### src/rtl/nonce_sweeper.sv
// nonce_sweeper: walks a range of nonces through an external SHA-256 core.
// Each nonce is written into the message block, the core is kicked, and the
// digest is streamed back and compared against a 256-bit target.
//
// Ports:
//   clk, reset_n             clock, async active-low reset
//   start                    one-cycle sweep request (taken only when idle)
//   message_addr/output_addr message block / digest base addresses
//   nonce_start/nonce_count  first nonce and number of nonces to try
//   target                   threshold, target[255:224] vs digest word 0
//   sha_start/sha_done       SHA core kick pulse / done level
//   mem_sel/mem_we/mem_addr  shared memory port (owned while mem_sel=1)
//   mem_write_data/mem_read_data  memory data, 1-cycle read latency
//   busy/done                not idle / end-of-sweep pulse
//   found/found_nonce        hit flag and winning nonce
//   hash_count               hashes completed in this sweep
module nonce_sweeper #(
   parameter int NONCE_OFFSET = 19,
   parameter int DIGEST_WORDS = 8
) (
   input  logic         clk,
   input  logic         reset_n,
   input  logic         start,
   input  logic [15:0]  message_addr,
   input  logic [15:0]  output_addr,
   input  logic [31:0]  nonce_start,
   input  logic [31:0]  nonce_count,
   input  logic [255:0] target,
   output logic         sha_start,
   input  logic         sha_done,
   output logic         mem_sel,
   output logic         mem_we,
   output logic [15:0]  mem_addr,
   output logic [31:0]  mem_write_data,
   input  logic [31:0]  mem_read_data,
   output logic         busy,
   output logic         done,
   output logic         found,
   output logic [31:0]  found_nonce,
   output logic [31:0]  hash_count
);

   typedef enum logic [2:0] {
      IDLE, WRNONCE, KICK, WAITLO, WAITHI, READ, CHECK, FINISH
   } state_t;

   localparam logic [1:0]  CMP_EQ  = 2'd0;
   localparam logic [1:0]  CMP_LT  = 2'd1;
   localparam logic [1:0]  CMP_GT  = 2'd2;
   localparam logic [3:0]  RD_LAST = 4'(DIGEST_WORDS);
   localparam logic [15:0] NOFS    = 16'(NONCE_OFFSET);

   state_t        state_q, state_d;
   logic [15:0]   msg_addr_q, out_addr_q;
   logic [255:0]  target_q;
   logic [31:0]   nonce_q, remaining_q;
   logic [3:0]    rd_cnt_q;
   logic [1:0]    cmp_q;
   logic [2:0]    widx;
   logic [31:0]   tgt_word;

   // Word consumed in READ lags the issued address by one cycle.
   assign widx = 3'(rd_cnt_q - 4'd1);

   always_comb begin
      tgt_word = '0;
      for (int i = 0; i < 8; i++) begin
         if (widx == 3'(i)) tgt_word = target_q[255-32*i -: 32];
      end
   end

   always_ff @(posedge clk or negedge reset_n) begin
      if (!reset_n) state_q <= IDLE;
      else          state_q <= state_d;
   end

   always_comb begin
      state_d        = state_q;
      sha_start      = 1'b0;
      mem_sel        = 1'b0;
      mem_we         = 1'b0;
      mem_addr       = '0;
      mem_write_data = '0;
      done           = 1'b0;
      busy           = (state_q != IDLE);
      unique case (state_q)
         IDLE: begin
            if (start)
               state_d = (nonce_count == '0) ? FINISH : WRNONCE;
         end
         WRNONCE: begin
            mem_sel        = 1'b1;
            mem_we         = 1'b1;
            mem_addr       = msg_addr_q + NOFS;
            mem_write_data = nonce_q;
            state_d        = KICK;
         end
         KICK: begin
            sha_start = 1'b1;
            state_d   = WAITLO;
         end
         WAITLO: begin
            if (!sha_done) state_d = WAITHI;
         end
         WAITHI: begin
            if (sha_done) state_d = READ;
         end
         READ: begin
            mem_sel = 1'b1;
            if (rd_cnt_q != RD_LAST)
               mem_addr = out_addr_q + {12'd0, rd_cnt_q};
            else
               state_d = CHECK;
         end
         CHECK: begin
            if (cmp_q == CMP_LT || remaining_q == 32'd1)
               state_d = FINISH;
            else
               state_d = WRNONCE;
         end
         FINISH: begin
            done    = 1'b1;
            state_d = IDLE;
         end
         default: state_d = IDLE;
      endcase
   end

   always_ff @(posedge clk or negedge reset_n) begin
      if (!reset_n) begin
         msg_addr_q  <= '0;
         out_addr_q  <= '0;
         target_q    <= '0;
         nonce_q     <= '0;
         remaining_q <= '0;
         rd_cnt_q    <= '0;
         cmp_q       <= CMP_EQ;
         found       <= 1'b0;
         found_nonce <= '0;
         hash_count  <= '0;
      end else begin
         unique case (state_q)
            IDLE: begin
               if (start) begin
                  msg_addr_q  <= message_addr;
                  out_addr_q  <= output_addr;
                  target_q    <= target;
                  nonce_q     <= nonce_start;
                  remaining_q <= nonce_count;
                  found       <= 1'b0;
                  found_nonce <= '0;
                  hash_count  <= '0;
               end
            end
            WAITHI: begin
               if (sha_done) begin
                  rd_cnt_q <= '0;
                  cmp_q    <= CMP_EQ;
               end
            end
            READ: begin
               rd_cnt_q <= rd_cnt_q + 4'd1;
               // First unequal word decides; later words are ignored.
               if (rd_cnt_q != 4'd0 && cmp_q == CMP_EQ) begin
                  if (mem_read_data < tgt_word)
                     cmp_q <= CMP_LT;
                  else if (mem_read_data > tgt_word)
                     cmp_q <= CMP_GT;
               end
            end
            CHECK: begin
               hash_count <= hash_count + 32'd1;
               if (cmp_q == CMP_LT) begin
                  found       <= 1'b1;
                  found_nonce <= nonce_q;
               end else begin
                  remaining_q <= remaining_q - 32'd1;
                  nonce_q     <= nonce_q + 32'd1;
               end
            end
            default: ;
         endcase
      end
   end

endmodule

### config.mk
export PLATFORM = sky130hd
export DESIGN_NAME = nonce_sweeper
export DESIGN_NICKNAME = d
export VERILOG_FILES = /design/src/rtl/nonce_sweeper.sv
export SDC_FILE = /design/constraint.sdc
export NUM_CORES = 1
export LEC_CHECK = 0
export CORE_UTILIZATION = 46
export DETAILED_ROUTE_END_ITERATION = 7
export PLACE_DENSITY = 0.87
export SLEW_MARGIN = 20
export SYNTH_ARGS = -nofsm -noshare
export SYNTH_HDL_FRONTEND = slang
export SYNTH_SLANG_ARGS = --single-unit
### constraint.sdc
create_clock -name clk -period 3.7 [get_ports clk]
set_clock_uncertainty 0.05 [all_clocks]
set_input_delay 0.925 -clock clk [delete_from_list [all_inputs] [get_ports clk]]
set_output_delay 0.925 -clock clk [all_outputs]
set_load 0.03 [all_outputs]
=== Yosys cells after proc, flatten, opt, wreduce, memory -nomap -nowiden ===
Index checks and enable logic that the tools add are counted.

* Add/sub/neg operators: 7
* Order comparisons: 2
* Equal/unequal tests: 25
* Mux-type cells: 42
* Reduce and logical (&&, ||, !) cells: 18

{| class="wikitable"
|+ Operators with widths
! kind !! count
|-
| $mux W32 || 15
|-
| $pmux W32 S2 || 4
|-
| $add A32 B1 Y32 const B || 2
|-
| $eq A32 B1 Y1 const B || 1
|-
| $gt A32 B32 Y1 || 1
|-
| $logic_not A32 Y1 || 1
|-
| $lt A32 B32 Y1 || 1
|-
| $pmux W16 S2 || 1
|-
| $sub A32 B1 Y32 const B || 1
|-
| $eq A3 B3 Y1 const B || 8
|-
| $pmux W3 S8 || 1
|-
| $mux W3 || 6
|-
| $add A16 B4 Y16 || 1
|-
| $add A16 B5 Y16 const B || 1
|-
| $mux W16 || 1
|-
| $ne A2 B2 Y1 const B || 7
|-
| $eq A3 B2 Y1 const B || 4
|-
| $mux W2 || 4
|-
| $pmux W4 S2 || 1
|-
| $reduce_and A4 Y1 || 2
|-
| $eq A3 B1 Y1 const B || 2
|-
| $logic_not A3 Y1 || 2
|-
| $mux W1 || 6
|-
| $reduce_and A2 Y1 || 3
|-
| other kinds (16) || 18
|}

* Flip-flop bits (word level): 426
* Input bits: 388
* Output and inout bits: 118
* Logic and storage cells: 105

=== Depth between registers and ports, before layout ===
* Depth after elaboration: 15
* Mapped depth: 18

=== Worst setup path before layout ===
Ideal clock, no wire load.

* Path type: register -> register
* Start: register rd_cnt_q[1]
* End: register cmp_q[0]
* Library setup time: 0.122 ns
* Data arrival time: 3.572 ns
* Data required time: 3.528 ns
* Slack: -0.043 ns
* Cell stages (with the launch flop): 16
* Period minus slack after synthesis: 3.743 ns
* Cell sequence: dfrtp_1 > inv_1 > ha_1 > xor2_1 > clkbuf_1 > nand2_1 > nor2_1 > clkbuf_1 > clkbuf_1 > a221oi_1 > ha_1 > nand4_1 > nor4_1 > o21ai_0 > a41o_1 > a32o_1

* Longest elaborated chain between the ends: 14
* Elaborated cells on any way between the ends: 27
* Classes of those cells: add/sub: 1; order compare: 2; eq/ne: 9; mux: 11; reduce/logical: 4

{| class="wikitable"
|+ Ends and longest elaborated chain
! item !! line !! source
|-
| start: declaration || 57 || <nowiki>logic [3:0] rd_cnt_q;</nowiki>
|-
| start signal: assignment || 162 || <nowiki>rd_cnt_q <= rd_cnt_q + 4'd1;</nowiki>
|-
| $sub A3 B1 Y3 || 63 || <nowiki>assign widx = 3'(rd_cnt_q - 4'd1);</nowiki>
|-
| $logic_not A3 Y1 || 68 || <nowiki>if (widx == 3'(i)) tgt_word = target_q[255-32*i -: 32];</nowiki>
|-
| $mux W32 (8 in a row) || 68 ||
|-
| $lt A32 B32 Y1 || 165 || <nowiki>if (mem_read_data < tgt_word)</nowiki>
|-
| $mux W2 || 165 ||
|-
| $mux W2 || 164 || <nowiki>if (rd_cnt_q != 4'd0 && cmp_q == CMP_EQ) begin</nowiki>
|-
| $pmux W2 S2 || 142 || <nowiki>unique case (state_q)</nowiki>
|-
| end signal: assignment || 137 || <nowiki>cmp_q <= CMP_EQ;</nowiki>
|-
| end signal: assignment || 166 || <nowiki>cmp_q <= CMP_LT;</nowiki>
|-
| end signal: assignment || 168 || <nowiki>cmp_q <= CMP_GT;</nowiki>
|-
| end: declaration || 58 || <nowiki>logic [1:0] cmp_q;</nowiki>
|}

Parallel ways exist; a longest one is shown, timed or not. The select of a mux whose other input is x is not followed.
A chain may end at the register's enable or synchronous reset.

=== Worst setup path in the final report ===
* Start: register rd_cnt_q[0]
* End: output mem_addr[8]

* Longest elaborated chain between the ends: 3
* Elaborated cells on any way between the ends: 4
* Classes of those cells: add/sub: 1; eq/ne: 1; mux: 2

{| class="wikitable"
|+ Ends and longest elaborated chain
! item !! line !! source
|-
| $add A16 B4 Y16 or $ne A4 B4 Y1 (tied branches) || 111, 110 ||
|-
| $mux W16 (*) || 110 || <nowiki>if (rd_cnt_q != RD_LAST)</nowiki>
|-
| $pmux W16 S2 (*) || 86 || <nowiki>unique case (state_q)</nowiki>
|-
| end: declaration || 33 || <nowiki>output logic [15:0] mem_addr,</nowiki>
|}

Every way passes the cells marked *; elsewhere a longest branch is shown, timed or not.

==> summary.md <==
| Metric | Value |
|---|---|
| Worst Setup EP | mem_addr[8] |
| Worst Setup Path Type | flip-flop to output pin |
| Worst path cell trace | buf_6 -> ha_4 -> fa_2 -> a21o_1 -> a21oi_2 -> nor2b_4 -> and4_4 -> xnor2_2 -> o22ai_1 -> buf_4 |
| DR pass1 iterations | 6 |
| Synth Warn # | 0 |
| Final instance area | 0.0298 mm² |
| CORE AREA | 0.0458 mm² |
| Part of the power in the clock network | roughly 19% |
| Initial antenna violation count | 17 |
| Worst EP arrival | 2.76 ns |
| Worst path top cell family by delay | compound AO/OA/AOI/OAI gates |
| Die area | around 0.048 mm² |
| Hold Crit Class | input port to async pin |
| Syn-to-layout area delta | 38.3% |
| Outcome | finished, violations left |
| Syn nets | 3005 |
| CTS tree | done |
| Async SR Flop Fraction | between 90% and 100% |
| Starting DRT DRC Count | 2489 |
| P per Cell Area | 846 mW/mm² |
| CTS Hold Bufs | 0 |
| Row cnt | 78 |
| RSZ-0062 raised after global routing | true |
| Worst r2r src | rd_cnt_q[1]$_DFFE_PN0P_ |
| Stages on the worst setup path | 10 |
| Vias | about 22000 |
| Final net count | approximately 3500 |
| Primary FF master, synth | dfrtp_1 |
| Critical path buffer and inverter count | 2 |
| Port Buffers | about 510 |
| Final Hold Vio Count | 0 |
| Synth Area in Simple Gates | between 20% and 30% |
| Die H | between 200 and 250 µm |
| Flop pwr share | 34.9% |
| Post-synthesis sequential element count | approximately 430 |
| Share of post-route cells with drive strength above 1 | 10.8% |
| R2r setup slk | -0.02 ns |
| NetSw | between 10 and 15 mW |
| First-pass GRT wire length | 119000 µm |
| Starting Density | 47.0% |
| Clock transition at the registers of the reported paths | 0.06 ns |
| Vias in the first global route | roughly 21000 |
| Total CTS buffers | 46 |
| DP Cell Count | between 3000 and 4000 |
| Min Hold Slack | around 0.27 ns |
| Critical path endpoint category | output pin |
| Worst setup SP type | flip-flop |
| Clk sinks | between 400 and 500 |
| Fin. max-slew vios | 0 |
| ANT nets after route | 0 |
| Distinct cells, synth | 58 |
| Leakage | 13.8 nW |
| Bufs on Longest Clock Path | 3 |
| GRT overflow | 0 |
| WL/cell | 21.5 µm |
| Pre-CTS setup slack | -0.174 ns |
| Post-synth EDFFs | 0 |
| Max rail drop VDD | just over 0.6 mV |
| Crit path max-delay cell type | dfrtp_2 |
| Multiplexer area fraction after synthesis | less than 1% |
| Internal power | roughly 14 mW |
| Area of the mapped netlist | around 0.022 mm² |
| Main combinational cell family by area after synthesis | simple AND/OR/NAND/NOR gates |
| H-tree levels | 2 |
| Mean Syn Cell Area | roughly 8.4 µm² |
| Clk Latency, worst-skew pair | about 0.6 ns |
| Worst slew margin | between 20% and 30% |
| Failing checks | negative setup slack |
| Power Total | 25.2 mW |
| Compound-gate portion of the synthesized area | between 10% and 20% |
| Comb pwr share | between 40 and 50% |
| Final WL | between 70000 and 80000 µm |
| Fmax | ~270 MHz |
| Critical path launch point | rd_cnt_q[0]$_DFFE_PN0P_ |
| Synth Area in XOR/XNOR | around 1.3% |
| WP data required | 2.72 ns |
| Final setup margin | -0.0331 ns |
| Pin count of the biggest net entering global routing | between 200 and 250 |
| Largest stage delay on the critical path | about 0.43 ns |
| # IOs | between 500 and 600 |
| GRT Resource Usage Total | between 30 and 40% |
| Placed Area | 0.0275 mm² |
| Slew @ Worst Pin | roughly 1.1 ns |
| Seq/Total Area, Yosys | 49.5% |
| Max-capacitance violation count | 0 |
| DR vias/cell | between 5 and 6 |
| Final worst path period share | 101% |
| RePlAce Congestion | 0.988 |
| Worst-path fanout max | 5 |
| Worst r2r dst | cmp_q[0]$_DFFE_PN0P_ |
| DP Wirelength | between 50000 and 60000 µm |
| Net Sw Frac | 42.9% |
| Setup-failing EPs final | 4 |
| Adder-cell share of the synthesized area | around 2.8% |
| Syn Inst Count | about 2600 |
| Root Driver | clkbuf_16 |
| Period minus WS final | 3.73 ns |
| # DRC | 0 |
| Post-layout instance count excluding filler cells | roughly 3700 |
| Reg2Reg Depth | 17 |
| Die width | about 220 µm |
worst register-to-register path, delay by kind of cell, from the launching register on:
family	cells	cell delay, ns
AOI/OAI and AO/OA	7	1.18
DFF	1	0.44
adders and majority gates	2	0.44
and+or+nand+nor	5	1.04
buffers and inverters	3	0.46
logic make-up (layout without fill, tap and decap cells):
kind of cell             after synthesis  in the layout
AO/OA/AOI/OAI                        485            485
flip-flops                           426            426
adder cells (fa/ha/maj)               48             48
XOR/XNOR                              31             31
AND/OR/NAND/NOR                     1370           1370
multiplexers                          19             19
other                                  0             17
buffers and inverters                190            708
layer usage:
layer | vias to the layer above | global-route usage (%) | part of all wire [%]
li1 | 9794 | - | -
met1 | 10500 | 39.3 | 37
met2 | 1239 | 52.9 | 48
met3 | 287 | 5.48 | 7.7
met4 | 0 | 21.0 | 6.6
met5 | - | 0 | 0
registers in the layout, indices dropped and copies added (netlist names), 3 cells and up:
name / flops
found_nonce: 32
hash_count: 32
msg_addr_q: 16
nonce_q: 32
out_addr_q: 16
rd_cnt_q: 4
remaining_q: 32
state_q: 3
target_q: 256
power by group through the flow:
| stage | sequential [mW] | combinational [mW] | clock, mW |
|---|---|---|---|
| floorplan | 8.25 | 6.43 | 0 |
| global route | 8.92 | 12.6 | 5.09 |
| finish | 8.78 | 11.5 | 4.86 |
| global placement | 8.56 | 10.2 | 0 |
| detailed placement | 8.63 | 10.6 | 0 |
| CTS | 8.59 | 10.8 | 4.92 |
what timing repair did:
item / 4_1_cts / 5_1_grt
resized for setup: 30 / 98
buffers inserted: 5 / 12
pin swaps: 8 / 44
setup endpoints to repair: 49 / 44
synthesized netlist by cell type, types with 18 or more instances:
library cell / number / share of area (%)
o21ai_0: 124 / 2.9
o22ai_1: 28 / 0.81
nor2b_1: 38 / 1.1
nand2_1: 988 / 17
mux2i_1: 19 / 0.88
inv_1: 18 / 0.31
a221oi_1: 87 / 3.5
ha_1: 47 / 2.7
a22o_1: 41 / 1.7
clkbuf_1: 161 / 2.8
nand3_1: 49 / 1.1
nor4_1: 22 / 0.64
nor2_1: 119 / 2.1
o31ai_1: 32 / 1.1
and2_1: 38 / 1.1
a21oi_1: 85 / 2.0
dfrtp_1: 426 / 50
nand4_1: 24 / 0.70
and3_1: 19 / 0.55
nor3_1: 32 / 0.74
placed cells by master (no fill, tap or decap), types with 8 or more instances in the layout:
master,instances
nor4_1,20
o31ai_2,15
o31ai_1,17
mux2i_1,19
diode_2,17
a22oi_1,11
a221oi_1,46
nor3_1,31
o21a_1,10
a31oi_1,12
nor2_1,113
ha_1,40
a22o_1,41
buf_6,9
and2_1,35
and3_1,19
clkbuf_16,46
dfrtp_1,424
nand4_1,24
o21ai_0,121
clkdlybuf4s50_1,457
nand3_1,47
buf_4,121
a221oi_2,41
clkbuf_8,8
o22ai_1,28
nor2b_1,35
clkinv_2,10
a21oi_1,81
buf_12,15
o22a_1,16
nand2_1,985
xor2_1,14
inv_1,15
xnor2_1,13
how the worst min path moves through the flow:
stage                                 to  slack [ns]  cells past startpoint                 startpoint
6_report       target_q[242]$_DFFE_PN0P_        0.27                      1                    reset_n
5_1_grt        target_q[210]$_DFFE_PN0P_        0.30                      1                    reset_n
4_1_cts        target_q[242]$_DFFE_PN0P_        0.27                      1                    reset_n
3_5_place_dp   target_q[195]$_DFFE_PN0P_        0.41                      2  target_q[195]$_DFFE_PN0P_
3_3_place_gp    target_q[95]$_DFFE_PN0P_        0.41                      2   target_q[95]$_DFFE_PN0P_
2_1_floorplan    target_q[0]$_DFFE_PN0P_        0.39                      2    target_q[0]$_DFFE_PN0P_
per-stage QoR:
step	utilization, %	setup TNS [ns]
after detailed placement	60.0	-0.322
after CTS	63.8	-0.0755
final	65.0	-0.0772
after floorplan	-	0
after global routing	65.0	-0.871
after global placement	60.0	-0.152
area by class of cell:
cell class              instances  area (µm²)
clock inverters                23         297
flip-flops and latches        426       10700
repair buffers                607        5930
multi-input cells            1953       10700
fillers                      3545       16000
well taps                     600         751
diodes                         17        42.5
clock buffers                  60        1280
inverters                      18        73.8
No activity file was read; power rests on OpenSTA's default activity.
